[config.mk]
export PLATFORM = sky130hd
export DESIGN_NAME = abc_compute_pipeline
export DESIGN_NICKNAME = d
export VERILOG_FILES = /design/src/rtl/abc_pipe_pkg.sv /design/src/rtl/abc_compute_pipeline_stage.sv /design/src/rtl/abc_compute_pipeline.sv
export SDC_FILE = /design/constraint.sdc
export NUM_CORES = 1
export LEC_CHECK = 0
export CAP_MARGIN = 20
export CORE_UTILIZATION = 40
export CTS_CLUSTER_SIZE = 12
export DETAILED_ROUTE_END_ITERATION = 12
export PLACE_DENSITY_LB_ADDON = 0.1
export SYNTH_ARGS = -nofsm -noshare
export SYNTH_HDL_FRONTEND = slang
export SYNTH_SLANG_ARGS = --single-unit
[constraint.sdc]
create_clock -name clk -period 2.5 [get_ports clk]
set_input_delay 0.25 -clock clk [delete_from_list [all_inputs] [get_ports clk]]
set_output_delay 0.25 -clock clk [all_outputs]
set_load 0.01 [all_outputs]
[src/rtl/abc_pipe_pkg.sv]
// Shared types and constants for the A->B->C compute pipeline.
//   op_e           : per-stage arithmetic operation selector
//   stage_state_e  : stage FSM encoding (IDLE/BUSY/DONE)
//   A_ADD_K/C_SUB_K: stage A addend and stage C subtrahend
//   *_LAT_MAX      : legal upper latency bound per stage
package abc_pipe_pkg;

  typedef enum logic [1:0] {OP_ADD, OP_MUL2, OP_SUB} op_e;

  typedef enum logic [1:0] {S_IDLE, S_BUSY, S_DONE} stage_state_e;

  localparam int unsigned A_ADD_K   = 100;
  localparam int unsigned C_SUB_K   = 50;

  localparam int unsigned A_LAT_MAX = 10;
  localparam int unsigned B_LAT_MAX = 5;
  localparam int unsigned C_LAT_MAX = 3;

  // Wide enough to hold the largest LAT-1 of any stage.
  localparam int unsigned CNT_W     = 4;

endpackage

[src/rtl/abc_compute_pipeline_stage.sv]
// Single latency-contracted pipeline stage: FSM, down-counter, result register.
// Ports:
//   clk, rst     : clock, synchronous active-high reset
//   accept       : operand taken this cycle (only meaningful while idle_c)
//   operand      : raw input value
//   hand_off     : result taken by the consumer this cycle (only meaningful while done_c)
//   idle_c       : stage in IDLE (combinational decode of state)
//   done_c       : stage in DONE (combinational decode of state)
//   result       : registered OP(operand), held until hand-off
module compose_stage
  import abc_pipe_pkg::*;
#(
  parameter int unsigned WIDTH = 32,
  parameter int unsigned LAT   = 1,
  parameter op_e         OP    = OP_ADD
) (
  input  logic             clk,
  input  logic             rst,
  input  logic             accept,
  input  logic [WIDTH-1:0] operand,
  input  logic             hand_off,
  output logic             idle_c,
  output logic             done_c,
  output logic [WIDTH-1:0] result
);

  localparam logic [1:0] ST_IDLE = 2'(S_IDLE);
  localparam logic [1:0] ST_BUSY = 2'(S_BUSY);
  localparam logic [1:0] ST_DONE = 2'(S_DONE);

  logic [1:0]       state, state_nxt;
  logic [CNT_W-1:0] cnt, cnt_nxt;
  logic [WIDTH-1:0] result_nxt;

  // Stage arithmetic; all operations wrap modulo 2^WIDTH.
  function automatic logic [WIDTH-1:0] apply_op(input logic [WIDTH-1:0] x);
    case (OP)
      OP_ADD:  apply_op = x + WIDTH'(A_ADD_K);
      OP_MUL2: apply_op = {x[WIDTH-2:0], 1'b0};
      OP_SUB:  apply_op = x - WIDTH'(C_SUB_K);
      default: apply_op = x;
    endcase
  endfunction

  // State, counter and result registers.
  always_ff @(posedge clk) begin
    if (rst) begin
      state  <= ST_IDLE;
      cnt    <= '0;
      result <= '0;
    end else begin
      state  <= state_nxt;
      cnt    <= cnt_nxt;
      result <= result_nxt;
    end
  end

  // Next-state logic. cnt holds the cycles still to spend in BUSY, so leaving
  // BUSY when cnt reaches 1 lands DONE exactly LAT cycles after accept.
  always_comb begin
    state_nxt  = state;
    cnt_nxt    = cnt;
    result_nxt = result;
    case (state)
      ST_IDLE: begin
        if (accept) begin
          result_nxt = apply_op(operand);
          cnt_nxt    = CNT_W'(LAT - 1);
          state_nxt  = (LAT == 1) ? ST_DONE : ST_BUSY;
        end
      end
      ST_BUSY: begin
        cnt_nxt = cnt - CNT_W'(1);
        if (cnt <= CNT_W'(1)) state_nxt = ST_DONE;
      end
      ST_DONE: begin
        if (hand_off) state_nxt = ST_IDLE;
      end
      default: state_nxt = ST_IDLE;
    endcase
  end

  assign idle_c = (state == ST_IDLE);
  assign done_c = (state == ST_DONE);

endmodule

[src/rtl/abc_compute_pipeline.sv]
// Three-stage A->B->C pipeline: out = ((in + 100) * 2) - 50 mod 2^WIDTH.
// Ports:
//   clk, rst                         : clock, synchronous active-high reset
//   in_data/in_valid/in_ready        : system input handshake
//   out_data/out_valid/out_ready     : system output handshake
//   {a,b,c}_in / {a,b,c}_out         : stage tap data, zero when not valid
//   {a,b,c}_valid_in / _valid_out    : stage accept / hand-off pulses
module abc_compute_pipeline
  import abc_pipe_pkg::*;
#(
  parameter int unsigned WIDTH = 32,
  parameter int unsigned A_LAT = 2,
  parameter int unsigned B_LAT = 1,
  parameter int unsigned C_LAT = 1
) (
  input  logic             clk,
  input  logic             rst,
  input  logic [WIDTH-1:0] in_data,
  input  logic             in_valid,
  output logic             in_ready,
  output logic [WIDTH-1:0] out_data,
  output logic             out_valid,
  input  logic             out_ready,
  output logic [WIDTH-1:0] a_in,
  output logic [WIDTH-1:0] a_out,
  output logic [WIDTH-1:0] b_in,
  output logic [WIDTH-1:0] b_out,
  output logic [WIDTH-1:0] c_in,
  output logic [WIDTH-1:0] c_out,
  output logic             a_valid_in,
  output logic             a_valid_out,
  output logic             b_valid_in,
  output logic             b_valid_out,
  output logic             c_valid_in,
  output logic             c_valid_out
);

  // Elaboration-time latency range checks.
  if (A_LAT == 0 || A_LAT > A_LAT_MAX) begin : g_bad_a_lat
    $error("abc_compute_pipeline: A_LAT out of range 1..%0d", A_LAT_MAX);
  end
  if (B_LAT == 0 || B_LAT > B_LAT_MAX) begin : g_bad_b_lat
    $error("abc_compute_pipeline: B_LAT out of range 1..%0d", B_LAT_MAX);
  end
  if (C_LAT == 0 || C_LAT > C_LAT_MAX) begin : g_bad_c_lat
    $error("abc_compute_pipeline: C_LAT out of range 1..%0d", C_LAT_MAX);
  end

  logic             run;
  logic             a_idle_c, a_done_c, b_idle_c, b_done_c, c_idle_c, c_done_c;
  logic [WIDTH-1:0] a_result, b_result, c_result;
  logic             a_acc, a_hand, b_acc, b_hand, c_acc, c_hand;
  logic             ab_full, bc_full;
  logic [WIDTH-1:0] ab_data, bc_data;

  // No transfer of any kind is allowed while reset is asserted.
  assign run = ~rst;

  // Handshake decode: a stage hands off only into an empty link, and a link
  // drains only into an idle stage, so a full link never overlaps a hand-off.
  assign in_ready  = a_idle_c & run;
  assign a_acc     = in_valid & in_ready;
  assign a_hand    = a_done_c & ~ab_full & run;
  assign b_acc     = ab_full & b_idle_c & run;
  assign b_hand    = b_done_c & ~bc_full & run;
  assign c_acc     = bc_full & c_idle_c & run;
  assign out_valid = c_done_c & run;
  assign c_hand    = out_valid & out_ready;
  assign out_data  = c_result;

  compose_stage #(.WIDTH(WIDTH), .LAT(A_LAT), .OP(OP_ADD)) u_stage_a (
    .clk(clk), .rst(rst), .accept(a_acc), .operand(in_data), .hand_off(a_hand),
    .idle_c(a_idle_c), .done_c(a_done_c), .result(a_result)
  );

  compose_stage #(.WIDTH(WIDTH), .LAT(B_LAT), .OP(OP_MUL2)) u_stage_b (
    .clk(clk), .rst(rst), .accept(b_acc), .operand(ab_data), .hand_off(b_hand),
    .idle_c(b_idle_c), .done_c(b_done_c), .result(b_result)
  );

  compose_stage #(.WIDTH(WIDTH), .LAT(C_LAT), .OP(OP_SUB)) u_stage_c (
    .clk(clk), .rst(rst), .accept(c_acc), .operand(bc_data), .hand_off(c_hand),
    .idle_c(c_idle_c), .done_c(c_done_c), .result(c_result)
  );

  // A->B one-entry link.
  always_ff @(posedge clk) begin
    if (rst) begin
      ab_full <= 1'b0;
      ab_data <= '0;
    end else if (a_hand) begin
      ab_full <= 1'b1;
      ab_data <= a_result;
    end else if (b_acc) begin
      ab_full <= 1'b0;
    end
  end

  // B->C one-entry link.
  always_ff @(posedge clk) begin
    if (rst) begin
      bc_full <= 1'b0;
      bc_data <= '0;
    end else if (b_hand) begin
      bc_full <= 1'b1;
      bc_data <= b_result;
    end else if (c_acc) begin
      bc_full <= 1'b0;
    end
  end

  // Taps: pulse on the transfer cycle, data forced to zero otherwise.
  assign a_valid_in  = a_acc;
  assign a_valid_out = a_hand;
  assign b_valid_in  = b_acc;
  assign b_valid_out = b_hand;
  assign c_valid_in  = c_acc;
  assign c_valid_out = c_hand;

  assign a_in  = a_acc  ? in_data  : '0;
  assign a_out = a_hand ? a_result : '0;
  assign b_in  = b_acc  ? ab_data  : '0;
  assign b_out = b_hand ? b_result : '0;
  assign c_in  = c_acc  ? bc_data  : '0;
  assign c_out = c_hand ? c_result : '0;

endmodule
# Yosys cells after proc, flatten, opt, wreduce, memory -nomap -nowiden
# Index checks and enable logic that the tools add are counted.
# W data, S select, Z words.
dict set report totals {
  reg_bits 178
  input_bits 36
}
dict set report classes {
  n_bitwise 15
  magnitude_cmp 3
  mux 28
  n_reduce_logical 17
  addsub 5
  eq_ne 15
}
# cell n
set op_table {}
lappend op_table {{$mux W32} 6}
lappend op_table {{$add A32 B7 Y32 const B} 1}
lappend op_table {{$sub A32 B6 Y32 const B} 1}
lappend op_table {{$pmux W4 S2} 3}
lappend op_table {{$mux W2} 9}
lappend op_table {{$ne A2 B1 Y1 const B} 9}
lappend op_table {{$pmux W2 S3} 3}
lappend op_table {{$and A1 B1 Y1} 12}
lappend op_table {{$le A4 B1 Y1 const B} 3}
lappend op_table {{$mux W4} 3}
lappend op_table {{$reduce_and A2 Y1} 6}
lappend op_table {{$sub A4 B1 Y4 const B} 3}
lappend op_table {{$reduce_bool A2 Y1} 5}
lappend op_table {{$reduce_and A3 Y1} 3}
lappend op_table {{$eq A2 B1 Y1 const B} 3}
lappend op_table {{$eq A2 B2 Y1 const B} 3}
lappend op_table {{$logic_not A2 Y1} 3}
lappend op_table {{$mux W1} 4}
lappend op_table {{$not A1 Y1} 3}

# Depth between registers and ports, before layout
# Gate-level depths: netlist of run 1.
dict set report depth {
  word_depth 5
  ltp_mapped 9
  ltp_nobuf 7
}

# By module
# A second synthesis of run 1 with hierarchy kept.
dict set report hier_totals {
  hier_cells 1055
  hier_area_um2 9331.4
}
# module n_inst area_per_inst_um2 seq_area_each_um2 cells_each
set by_module_without_submodules {}
lappend by_module_without_submodules {abc_compute_pipeline 1 3848.7 1321.3 442}
lappend by_module_without_submodules {{compose_stage at u_stage_a} 1 2082.0 760.7 251}
lappend by_module_without_submodules {{compose_stage at u_stage_c} 1 1783.0 660.6 216}
lappend by_module_without_submodules {{compose_stage at u_stage_b} 1 1617.8 640.6 146}

# Least setup slack after synthesis of run 1
# No wires, ideal clock.
dict set report synth_timing {
  path_type {reg-to-reg}
  startpoint {register bc_data[22]}
  endpoint {register u_stage_c.result[31]}
  path_stages_with_launch 6
  arrival_ns 2.159
  n_path_buf 0
  setup_slack_ns 0.267
  period_less_slack_ns 2.233
  path_cell_list {dfxtp_1 or4_4 or4_4 or2_4 or4_1 a31oi_1}
}
dict set report synth_between {
  elab_chain_cells 1
}
# element line
set synth_rtl {}
lappend synth_rtl {{start: declaration} abc_compute_pipeline.sv:54} ;# logic [WIDTH-1:0] ab_data, bc_data;
lappend synth_rtl {{start signal: assignment} abc_compute_pipeline.sv:106} ;# bc_data <= b_result;
lappend synth_rtl {{$sub A32 B6 Y32} abc_compute_pipeline_stage.sv:40} ;# OP_SUB: apply_op = x - WIDTH'(C_SUB_K);
lappend synth_rtl {{end signal: assignment} abc_compute_pipeline_stage.sv:54} ;# result <= result_nxt;
lappend synth_rtl {{end: declaration} abc_compute_pipeline_stage.sv:24} ;# output logic [WIDTH-1:0] result
# No other way between the ends.
# A chain may end at the register's enable or synchronous reset.

# Worst setup path in the final report of run 1
dict set report layout_timing {
  startpoint {register bc_full}
  endpoint {output port b_out[25]}
}
dict set report layout_between {
  elab_chain_cells 4
}
# element line
set layout_rtl {}
lappend layout_rtl {{start: declaration} abc_compute_pipeline.sv:53} ;# logic ab_full, bc_full;
lappend layout_rtl {{start signal: assignment} abc_compute_pipeline.sv:102} ;# bc_full <= 1'b0;
lappend layout_rtl {{start signal: assignment} abc_compute_pipeline.sv:105} ;# bc_full <= 1'b1;
lappend layout_rtl {{start signal: assignment} abc_compute_pipeline.sv:108} ;# bc_full <= 1'b0;
lappend layout_rtl {{$not A1 Y1} abc_compute_pipeline.sv:65} ;# assign b_hand = b_done_c & ~bc_full & run;
lappend layout_rtl {{$and A1 B1 Y1 (2 in series)} abc_compute_pipeline.sv:65}
lappend layout_rtl {{$mux W32} abc_compute_pipeline.sv:123} ;# assign b_out = b_hand ? b_result : '0;
lappend layout_rtl {{end: declaration} abc_compute_pipeline.sv:27} ;# output logic [WIDTH-1:0] b_out,
# No other way between the ends.

==> impl_metrics.toml, run 1 <==
[pwr]
peakVddDrop_mv = 0.4780
netSwitchingFraction_pct = 24.25
pwr-share-comb_pct = 9.0
pwr_density_cell_mw_per_mm2 = 503.8
cell_leakage_power_nw = 5.961
sw_power_mw = 1.421
intPower_mw = 4.440
clock_power_share_pct = 44.0
share_seq_of_total_power_pct = 47.0

[layout]
multiInputGateArea_mm2 = 0.003781
area.sequential_mm2 = 0.003347
flow.area_growth_from_synthesis_pct = 49.22
insertedDiodeCount = 0
post_route_cells_drive_above_1_share_pct = 8.477
fill_cell_total_of_the_finished_layout = 1835
nets = 1360
layout.cells.non_filler = 1593

[floorplanning]
core-area_mm2 = 0.01889
initial_cell_density_of_the_core_pct = 41.26
dieArea_mm2 = 0.02005
fp.dieW_um = 141.6
die_ht_um = 141.6
placement_rows = 50
boundaryPins = 268

[clocking]
cts.sink_count = 167
tritoncts = "yes"
cts_htree_levels = 4
numCtsBuffers = 17
clk_root_buffer_cell = "sky130_fd_sc_hd__clkbuf_16"
path_clk_slew_ps = 60
cts-hold-fix-buffers = 0
clock_path_buffers = 2
worstSkewPairLatency_ps = 420

[status]
outcome = "completed"

[grt]
grt_use_met1_pct = 28.66
gr-usage-met3_pct = 6.547
grt_usage_pct = 22.46
global_route_wire_length_before_repair_um = 35780
vias_in_the_first_global_route = 6917
largest_net_degree_at_the_start_of_global_routing = 97
top_usage_layer = "met2"
globalRouteOverflowTotal = 0
number_of_antenna_violations_at_the_first_check_in_global_routing = 1
grt_use_met2_pct = 36.69

[detailed_routing]
routed_wire_length_um = 22830
routedWlPerCell_um = 14.33
drt-initial-drc-count = 366
drt-pass1-iter-count = 5
drc_errors = 0
avgViaCountPerCell = 4.842
antenna_violating_nets_post_route = 0
routed-via-count = 7713

[worst_setup_path]
critPathMaxStageDelay_ps = 530
critPathRequiredTime_ps = 2250
timing.critical_path.from_type = "register"
critical_path_cell_list = "nand2b_1 > or2_2 > inv_4 > clkbuf_16 > nand2_1 > inv_1 > clkdlybuf4s50_1"
worst_ep_arrival_time_ps = 2170
slowest_stage = "sky130_fd_sc_hd__clkdlybuf4s50_1"
cp_max_fo = 16
worst_setup_path_end_kind = "primary output"
timing_worst_setup_path_type = "register to primary output"

[yosys]
postSynthRegisterBits = 167
syn-instance-count = 1063
ys.warnings.count = 0
yosys.area.top_type = "sky130_fd_sc_hd__dfxtp_1"
synth.distinct_cells = 51
yosys-top-cells-area = "sky130_fd_sc_hd__dfxtp_1 43%, sky130_fd_sc_hd__nand2_1 12%, sky130_fd_sc_hd__a21oi_1 7.4%"
synthArstFlopShare_pct = 0
synth_enable_flop_cells = 0
syn_avg_cell_area_um2 = 7.334
synth.top_cell.area_share_pct = 42.88
synth.cell_area_mm2 = 0.007796
synth_top_flop_cell = "sky130_fd_sc_hd__dfxtp_1"
register_area_share_after_synthesis_pct = 42.88

[placement]
place_inst = 1554
hpwl_um = 16540
globalplace.congestion = 0.8654
port_buffers = 263

[timing]
timing_hold_violations_final = 0
fmaxAchievable_ghz = 0.4138
worst_slew_margin_rel_pct = 31.98
min_period_ps = 2417
report.final.slew_viol_count = 0
setup_total_negative_slack_ps = 0
final_setup_fails = 0
timing_worst_slew_pin_value_ps = 1020
period_share_pct = 96.67
timing.clock.skew_ps = 7.540

[flow_run]
drv_cap = 0

[hold_path]
min_delay_worst_type = "primary input to register"
[stage by stage]
step	hold slack [ps]	cell area [um2]	worst slack (ps)	utilization [%]	total power, mW
after floorplan	408.2	7807	267.0	-	3.086
after global placement	440.5	10800	158.7	57.17	3.310
after detailed placement	445.7	10800	115.7	57.17	3.315
after CTS	51.02	11410	3.121	60.40	5.896
after global routing	73.42	11630	-1.894	61.58	6.087
final	85.25	11630	83.21	61.58	5.861
[logic make-up (layout without fill, tap and decap cells)]
| family | count (synthesis) | after routing | synth area share [%] |
|---|---|---|---|
| AOI/OAI and AO/OA | 193 | 193 | 14.44 |
| buffers and inverters | 190 | 457 | 9.340 |
| muxes | 11 | 11 | 1.444 |
| DFF | 167 | 167 | 42.88 |
| xor gates and xnor gates | 25 | 25 | 2.809 |
| adders and majority gates | 4 | 4 | 0.6420 |
| and+or+nand+nor | 472 | 472 | 28.39 |
| other | 1 | 4 | 0.04810 |
[synth_stat cells, drive strengths merged, types with 13 or more instances]
master	count
a21oi	116
and2	51
a31oi	18
dfxtp	167
nand2	241
xnor2	14
nor2	56
inv	119
clkbuf	60
nor3	13
nand3	15
a211oi	22
and3	35
[critical path, delay by kind of cell (launching register included)]
kind / cells / cell delay (ps)
buffers and inverters: 4 / 870
and+or+nand+nor: 3 / 550
DFF: 1 / 330
[power groups by stage]
stage | Sequential (mW) | Combinational, mW | Clock, mW
floorplan | 2.81 | 0.281 | 0
finish | 2.76 | 0.526 | 2.58
global route | 2.76 | 0.581 | 2.74
CTS | 2.75 | 0.510 | 2.63
detailed placement | 2.81 | 0.501 | 0
global placement | 2.81 | 0.498 | 0
[cell type report]
class	instances	share of cell area (%)
tap	260	2.796
timing repair buffer	305	26.92
inverter	120	4.022
multi-input combinational	709	32.50
clock buffer	17	3.657
clock inverter	15	1.334
sequential	167	28.77
[per-layer routing]
| layer | part of all wire (%) | vias to the layer above | wire (um) |
|---|---|---|---|
| met3 | 7.2 | 21 | 1639 |
| li1 | - | 3980 | - |
| met2 | 47 | 240 | 10640 |
| met5 | 0.083 | - | 19 |
| met1 | 45 | 3470 | 10260 |
| met4 | 1.2 | 2 | 271 |
[registers in the layout, summed over array words and instances, names as in the netlist]
| name | count |
|---|---|
| ab_data | 32 |
| ab_full | 1 |
| bc_data | 31 |
| bc_full | 1 |
| u_stage_a.cnt | 4 |
| u_stage_a.result | 32 |
| u_stage_a.state | 2 |
| u_stage_b.result | 31 |
| u_stage_b.state | 1 |
| u_stage_c.result | 31 |
| u_stage_c.state | 1 |
[repair_timing]
action | CTS | global route
buffers inserted | 3 | 0
endpoints found under the setup margin | 71 | 99
resized for setup | 56 | 56
gates cloned | 1 | 3
[path summary, 6_finish.rpt]
kind	from	to	slack [ps]	cells after the start
worst max register to register	bc_data[22]	u_stage_c.result[31]	240	5
worst max-delay path	bc_full	b_out[25]	80	7
worst min-delay path	rst	bc_data[29]	90	2
worst min register to register	u_stage_b.result[15]	u_stage_b.result[15]	450	2
[layout by cell type, fill, tap and decap left out, types with 5 or more instances in the layout]
| cell type | Yosys | final |
|---|---|---|
| sky130_fd_sc_hd__a211oi_1 | 22 | 22 |
| sky130_fd_sc_hd__a21oi_1 | 116 | 116 |
| sky130_fd_sc_hd__a31oi_1 | 18 | 18 |
| sky130_fd_sc_hd__and2_1 | 51 | 50 |
| sky130_fd_sc_hd__and3_1 | 35 | 33 |
| sky130_fd_sc_hd__buf_4 | 4 | 32 |
| sky130_fd_sc_hd__clkbuf_16 | 0 | 20 |
| sky130_fd_sc_hd__clkdlybuf4s50_1 | 0 | 177 |
| sky130_fd_sc_hd__clkinvlp_4 | 0 | 5 |
| sky130_fd_sc_hd__dfxtp_1 | 167 | 164 |
| sky130_fd_sc_hd__dlygate4sd2_1 | 0 | 44 |
| sky130_fd_sc_hd__dlymetal6s2s_1 | 0 | 41 |
| sky130_fd_sc_hd__inv_1 | 118 | 114 |
| sky130_fd_sc_hd__mux2i_1 | 9 | 9 |
| sky130_fd_sc_hd__nand2_1 | 241 | 238 |
| sky130_fd_sc_hd__nand2b_1 | 5 | 5 |
| sky130_fd_sc_hd__nand3_1 | 15 | 15 |
| sky130_fd_sc_hd__nand3b_1 | 5 | 5 |
| sky130_fd_sc_hd__nand4_1 | 10 | 10 |
| sky130_fd_sc_hd__nor2_1 | 56 | 53 |
| sky130_fd_sc_hd__nor3_1 | 13 | 12 |
| sky130_fd_sc_hd__nor4_1 | 5 | 5 |
| sky130_fd_sc_hd__o21ai_0 | 12 | 12 |
| sky130_fd_sc_hd__or2_2 | 10 | 10 |
| sky130_fd_sc_hd__or3_1 | 11 | 10 |
| sky130_fd_sc_hd__or4_1 | 6 | 6 |
| sky130_fd_sc_hd__xnor2_1 | 14 | 14 |
| sky130_fd_sc_hd__xor2_1 | 11 | 11 |
(Power assumes the default switching activity.)
==> run 2: changes to the inputs <==
--- a/config.mk
+++ b/config.mk
@@ -9,7 +9,9 @@
 export CORE_UTILIZATION = 40
 export CTS_CLUSTER_SIZE = 12
 export DETAILED_ROUTE_END_ITERATION = 12
+export GPL_TIMING_DRIVEN = 0
 export PLACE_DENSITY_LB_ADDON = 0.1
 export SYNTH_ARGS = -nofsm -noshare
 export SYNTH_HDL_FRONTEND = slang
+export SYNTH_HIERARCHICAL = 1
 export SYNTH_SLANG_ARGS = --single-unit
==> run 2 against run 1 <==
- final area grew 13%
- utilization shrank 3.9 points
- final cell count grew 4.7%
- largest cell class unchanged
- highest routed layer is now met4
==> impl_metrics.toml, run 2 <==
[yosys]
syn_avg_cell_area_um2 = 8.845
yosys.area.top_type = "sky130_fd_sc_hd__dfxtp_1"
postSynthRegisterBits = 169
synth.top_cell.area_share_pct = 36.26
synth_top_flop_cell = "sky130_fd_sc_hd__dfxtp_1"
synth.distinct_cells = 65
synthArstFlopShare_pct = 0
register_area_share_after_synthesis_pct = 36.26
ys.warnings.count = 6
synth.cell_area_mm2 = 0.009331
postSynthNetCount = 1095
syn-instance-count = 1055
yosys-top-cells-area = "sky130_fd_sc_hd__dfxtp_1 36%, sky130_fd_sc_hd__and2_1 13%, sky130_fd_sc_hd__a22o_1 6.0%"
synth_commonest_cells = "193 x sky130_fd_sc_hd__and2_1, 169 x sky130_fd_sc_hd__dfxtp_1, 71 x sky130_fd_sc_hd__nor2b_1"
synth_enable_flop_cells = 0
synth.most_common_cell = "sky130_fd_sc_hd__and2_1"

[worst_setup_path]
r2r-start = "u_stage_a/state[0]"
slowest_stage = "sky130_fd_sc_hd__clkdlybuf4s50_1"
critical_path.most_common_cell = "sky130_fd_sc_hd__buf_6"
critPathRequiredTime_ps = 2250
depth_of_the_most_critical_reg_to_reg_path = 8
cp_max_fo = 16
timing.critical_path.from_type = "register"
critical_path.reg2reg.endpoint = "u_stage_a/result[30]"
rrSetupSlack_ps = 180
worst_setup_path_end_kind = "primary output"
worst_ep_arrival_time_ps = 2160
timing.critical_path.max_delay_family = "buffers and inverters"
critPathBufInv = 4
critPathMaxStageDelay_ps = 540
timing_worst_setup_path_type = "register to primary output"
critical_path_cell_list = "buf_6 > inv_1 > and3b_2 > buf_6 > and2_1 > clkdlybuf4s50_1"

[placement]
hpwl_um = 21850
place_ws_ps = -1291
place_inst = 1634
globalplace.congestion = 0.8556
port_buffers = 266

[grt]
largest_net_degree_at_the_start_of_global_routing = 19
global_route_wire_length_before_repair_um = 43410
grt_usage_pct = 23.24
number_of_antenna_violations_at_the_first_check_in_global_routing = 0
globalRouteOverflowTotal = 0
vias_in_the_first_global_route = 8172

[layout]
layout.cells.non_filler = 1668
layout.cells.most_common_list = "233 x sky130_fd_sc_hd__clkdlybuf4s50_1, 193 x sky130_fd_sc_hd__and2_1, 165 x sky130_fd_sc_hd__dfxtp_1, 70 x sky130_fd_sc_hd__nor2b_1, 64 x sky130_fd_sc_hd__a22o_1"
insertedDiodeCount = 0
flow.area_growth_from_synthesis_pct = 40.77
nets = 1382
post_route_cells_drive_above_1_share_pct = 11.22
fill_cell_total_of_the_finished_layout = 2127
mostFrequentLayoutCell = "sky130_fd_sc_hd__clkdlybuf4s50_1"

[timing]
fmaxAchievable_ghz = 0.4153
worst_slew_margin_rel_pct = 61.36
timing_worst_slew_pin_value_ps = 577.1
timing_hold_violations_final = 0
period_share_pct = 96.31
report.final.slew_viol_count = 0
rsz_0062_raised_after_global_routing = "no"
final_setup_fails = 0
min_period_ps = 2408
timing.clock.skew_ps = 8.791
post-route-worst-setup-slack_ps = 92.19

[floorplanning]
die_ht_um = 154.7
placement_rows = 55
initial_cell_density_of_the_core_pct = 40.97
boundaryPins = 268
dieArea_mm2 = 0.02394
core-area_mm2 = 0.02278
fp.dieW_um = 154.7

[hold_path]
cell_depth_of_the_worst_hold_path = 3
holdCritStartpoint = "in_data[1]"
min_delay_worst_type = "primary input to register"
worstHoldEndpoint = "u_stage_a/result[1]"

[clocking]
tritoncts = "yes"
numCtsBuffers = 17
clock_path_buffers = 2
worstSkewPairLatency_ps = 430
cts_htree_levels = 4
clk_root_buffer_cell = "sky130_fd_sc_hd__clkbuf_16"
path_clk_slew_ps = 70
cts.sink_count = 169

[detailed_routing]
drc_errors = 0
routed_wire_length_um = 27950
drt-pass1-iter-count = 5
routedWlPerCell_um = 16.75
antenna_violating_nets_post_route = 0
avgViaCountPerCell = 5.113
routed-via-count = 8528
drt-initial-drc-count = 449

[pwr]
post-layout-total-power_mw = 6.203
pwr_density_cell_mw_per_mm2 = 472.2
peakVddDrop_mv = 0.3511
cell_leakage_power_nw = 5.452

[status]
outcome = "completed"

[flow_run]
drv_cap = 0
==> run 2: cell types whose count changed after synthesis, moves of 16 or more <==
cell and change:
sky130_fd_sc_hd__nand2_1 -204, sky130_fd_sc_hd__and2_1 +142, sky130_fd_sc_hd__inv_1 -108, sky130_fd_sc_hd__a21oi_1 -97
sky130_fd_sc_hd__nor2b_1 +69, sky130_fd_sc_hd__a22o_1 +64, sky130_fd_sc_hd__nand2b_1 +35, sky130_fd_sc_hd__buf_2 +31
sky130_fd_sc_hd__nand4bb_1 +31, sky130_fd_sc_hd__and3_1 -30, sky130_fd_sc_hd__clkbuf_1 -30, sky130_fd_sc_hd__o21ai_2 +30
sky130_fd_sc_hd__a311oi_1 +24, sky130_fd_sc_hd__a31oi_1 -16
==> run 2: where the power goes <==
| group | internal (mW) | switching [mW] |
|---|---|---|
| clock | 1.58 | 1.13 |
| combinational | 0.306 | 0.351 |
| sequential | 2.77 | 0.0701 |
==> run 2: how the worst max path moves through the flow <==
stage / startpoint / to / slack [ps] / depth (start not counted)
finish: u_stage_b/state[1] / b_in[22] / 90 / 6
global route: u_stage_b/state[1] / b_in[22] / 0.9 / 6
CTS: u_stage_a/state[1] / a_out[12] / 0.7 / 6
detailed placement: rst / u_stage_c/result[4] / -1290 / 9
global placement: rst / u_stage_c/result[4] / -1330 / 9
floorplan: u_stage_a/state[0] / u_stage_a/result[29] / 430 / 7
==> run 2: kinds of logic (layout without fill, tap and decap cells) <==
kind of cell | after synthesis | in the layout | share of synthesized area [%]
simple gates | 540 | 540 | 36.26
compound gates | 221 | 221 | 18.87
flops | 169 | 169 | 36.26
buf+inv | 96 | 396 | 5.739
xor+xnor | 22 | 22 | 2.065
fa+ha+maj | 4 | 4 | 0.5364
mux | 2 | 2 | 0.2413
other cells | 1 | 1 | 0.04019
==> run 2: layout make-up <==
cell class | count | area, um2 | share of cell area [%]
Buffer | 86 | 533.0 | 4.058
Clock buffer | 18 | 429.2 | 3.267
Clock inverter | 14 | 175.2 | 1.333
Inverter | 10 | 37.54 | 0.2857
Multi-Input combinational cell | 790 | 5446 | 41.46
Sequential cell | 169 | 3393 | 25.83
Tap cell | 313 | 391.6 | 2.981
Timing Repair Buffer | 268 | 2730 | 20.78
==> run 2: through the flow <==
step | utilization (%) | hold WS, ps | setup TNS [ps] | cell area, um2
floorplan | - | 345.6 | 0 | 9331
global placement | 54.38 | 453.0 | -199210 | 12390
detailed placement | 54.38 | 463.2 | -198320 | 12390
CTS | 57.23 | 407.3 | 0 | 13040
global route | 57.67 | 444.2 | 0 | 13140
finish | 57.67 | 433.4 | 0 | 13140
==> run 2: worst min-delay path, cell delays in order <==
cell,delay [ps]
sky130_fd_sc_hd__clkdlybuf4s50_1,420
sky130_fd_sc_hd__nand2_1,80
sky130_fd_sc_hd__a21oi_1,60
==> run 2: what timing repair did <==
item / 4_1_cts / 5_1_grt
pin swaps: 0 / 2
endpoints found under the hold margin: 0 / 0
hold buffers: 0 / 0
buffers inserted: 2 / 0
gates resized for setup: 30 / 43
endpoints found under the setup margin: 264 / 106
==> run 2: metal layers <==
| layer | GRT usage (%) | up-vias | share of wire [%] |
|---|---|---|---|
| met5 | 0 | - | 0 |
| met4 | 9.477 | 0 | 2.7 |
| met3 | 5.688 | 42 | 6.3 |
| met2 | 40.57 | 303 | 48 |
| met1 | 27.19 | 3852 | 43 |
| li1 | - | 4331 | - |
==> run 3: changes to the inputs <==
--- a/config.mk
+++ b/config.mk
@@ -5,7 +5,8 @@
 export SDC_FILE = /design/constraint.sdc
 export NUM_CORES = 1
 export LEC_CHECK = 0
-export CAP_MARGIN = 20
+export CAP_MARGIN = 40
+export CORE_ASPECT_RATIO = 0.6
 export CORE_UTILIZATION = 40
 export CTS_CLUSTER_SIZE = 12
 export DETAILED_ROUTE_END_ITERATION = 12
==> run 3 against run 2 <==
- critical path depth unchanged
- sequential share of layout area decreased by 0.088 points
- fmax decreased by 1.1%
- final cell count about the same
- count of clock-buffer cells in the layout increased by 3
- die area about the same
- combinational power increased by 4.9%
- critical path type unchanged
==> impl_metrics.toml, run 3 (synthesis results as in run 2) <==
[worst_setup_path]
timing_worst_setup_path_type = "register to primary output"
depth_of_the_most_critical_reg_to_reg_path = 7
worst_setup_path_end_kind = "primary output"
cp_max_fo = 10
critical_path.reg2reg.endpoint = "u_stage_c/result[27]"
rrSetupSlack_ps = 160
worst_ep_arrival_time_ps = 2180
r2r-start = "bc_data[1]"
critPathRequiredTime_ps = 2250
timing.critical_path.from_type = "register"

[detailed_routing]
avgViaCountPerCell = 5.375
routedWlPerCell_um = 18.68
drt-initial-drc-count = 671
routed-via-count = 8960
drc_errors = 0
drt-pass1-iter-count = 6
routed_wire_length_um = 31130
antenna_violating_nets_post_route = 0

[hold_path]
worstHoldEndpoint = "u_stage_a/result[1]"
holdCritStartpoint = "in_data[1]"
min_delay_worst_type = "primary input to register"
cell_depth_of_the_worst_hold_path = 3

[pwr]
sw_power_mw = 1.594
peakVddDrop_mv = 0.5055
clock_power_share_pct = 43.5
netSwitchingFraction_pct = 25.53
pwr_density_cell_mw_per_mm2 = 473.6
share_seq_of_total_power_pct = 45.4
intPower_mw = 4.649
pwr-share-comb_pct = 11.0
cell_leakage_power_nw = 5.430

[grt]
largest_net_degree_at_the_start_of_global_routing = 19
number_of_antenna_violations_at_the_first_check_in_global_routing = 0
grt_usage_pct = 25.93
vias_in_the_first_global_route = 8348
global_route_wire_length_before_repair_um = 47510
globalRouteOverflowTotal = 0

[placement]
hpwl_um = 24090
globalplace.congestion = 0.8814
place_inst = 1629
place_ws_ps = -1360
port_buffers = 266

[clocking]
cts.sink_count = 169
worstSkewPairLatency_ps = 440
numCtsBuffers = 17
cts-hold-fix-buffers = 0
clk_root_buffer_cell = "sky130_fd_sc_hd__clkbuf_16"
tritoncts = "yes"
cts_htree_levels = 4
clock_path_buffers = 2
path_clk_slew_ps = 70

[timing]
timing_hold_violations_final = 0
timing_worst_slew_pin_value_ps = 722.1
post_route_worst_hold_slack_ps = 417.1
report.final.slew_viol_count = 0
worst_slew_margin_rel_pct = 51.86
period_share_pct = 97.34
timing.clock.skew_ps = 12.19
fmaxAchievable_ghz = 0.4109
post-route-worst-setup-slack_ps = 66.43
final_setup_fails = 0
min_period_ps = 2434

[layout]
mostFrequentLayoutCell = "sky130_fd_sc_hd__clkdlybuf4s50_1"
layout.cells.non_filler = 1667
post_route_cells_drive_above_1_share_pct = 12.14
flow.area_growth_from_synthesis_pct = 41.26
layout.cells.most_common_list = "240 x sky130_fd_sc_hd__clkdlybuf4s50_1, 193 x sky130_fd_sc_hd__and2_1, 165 x sky130_fd_sc_hd__dfxtp_1, 68 x sky130_fd_sc_hd__nor2b_1, 64 x sky130_fd_sc_hd__a22o_1"
insertedDiodeCount = 0
nets = 1386

[flow_run]
drv_cap = 0

[floorplanning]
initial_cell_density_of_the_core_pct = 41.59
die_ht_um = 120.3
boundaryPins = 268
placement_rows = 42
core-area_mm2 = 0.02244
dieArea_mm2 = 0.02396
fp.dieW_um = 199.2

[status]
outcome = "completed"
-- run 3: layout make-up --
class                   instances  area, um2
clock buffers                  21      480.5
clock inverters                11      120.1
fillers                      2037       9258
well taps                     308      385.4
inverters                      10      37.54
multi-input cells             790       5470
repair buffers                272       2761
plain buffers                  86      533.0
flip-flops and latches        169       3393
-- run 3: worst max-delay path: stages, from the launching register on --
cell,delay [ps]
sky130_fd_sc_hd__dfxtp_4,370
sky130_fd_sc_hd__buf_6,140
sky130_fd_sc_hd__inv_1,50
sky130_fd_sc_hd__and3b_2,270
sky130_fd_sc_hd__buf_2,220
sky130_fd_sc_hd__and2_1,170
sky130_fd_sc_hd__clkdlybuf4s50_1,540
-- run 3: worst max path at each step --
stage	depth (start not counted)	to	slack, ps	startpoint
after floorplan	7	u_stage_a/result[29]	430	u_stage_a/state[0]
after global placement	8	u_stage_c/result[23]	-1370	rst
after detailed placement	8	u_stage_c/result[23]	-1360	rst
after CTS	6	a_out[31]	-20	u_stage_a/state[1]
after global routing	6	b_in[13]	-0.9	u_stage_b/state[1]
final	6	b_in[20]	70	u_stage_b/state[1]
-- run 3: routing by layer --
layer | wire (um) | track usage [%] | share of wire, %
met5 | 0 | 0 | 0
met4 | 250 | 5.385 | 0.80
met3 | 2160 | 5.188 | 6.9
met2 | 12020 | 34.47 | 39
met1 | 16700 | 41.57 | 54
-- run 3: repair_timing --
| action | in CTS | in global routing |
|---|---|---|
| endpoints found under the hold margin | 0 | 0 |
| setup endpoints to repair | 294 | 170 |
| pin swaps | 1 | 0 |
| gates resized for setup | 28 | 45 |
| gates cloned | 0 | 0 |
| setup buffers | 3 | 3 |
-- run 3: power by group through the flow --
| stage | Clock (mW) | Combinational (mW) | Sequential, mW |
|---|---|---|---|
| floorplan | 0 | 0.380 | 2.87 |
| global placement | 0 | 0.653 | 2.90 |
| detailed placement | 0 | 0.662 | 2.90 |
| CTS | 2.75 | 0.673 | 2.84 |
| global route | 2.85 | 0.743 | 2.84 |
| finish | 2.72 | 0.689 | 2.84 |
-- run 3: through the flow --
stage	utilization, %	power, mW	area, um2	TNS [ps]
after detailed placement	55.17	3.557	12380	-212960
final	58.74	6.243	13180	0
after global routing	58.74	6.437	13180	-1.544
after global placement	55.17	3.549	12380	-205900
after floorplan	-	3.248	9331	0
after CTS	58.13	6.255	13040	-70.21
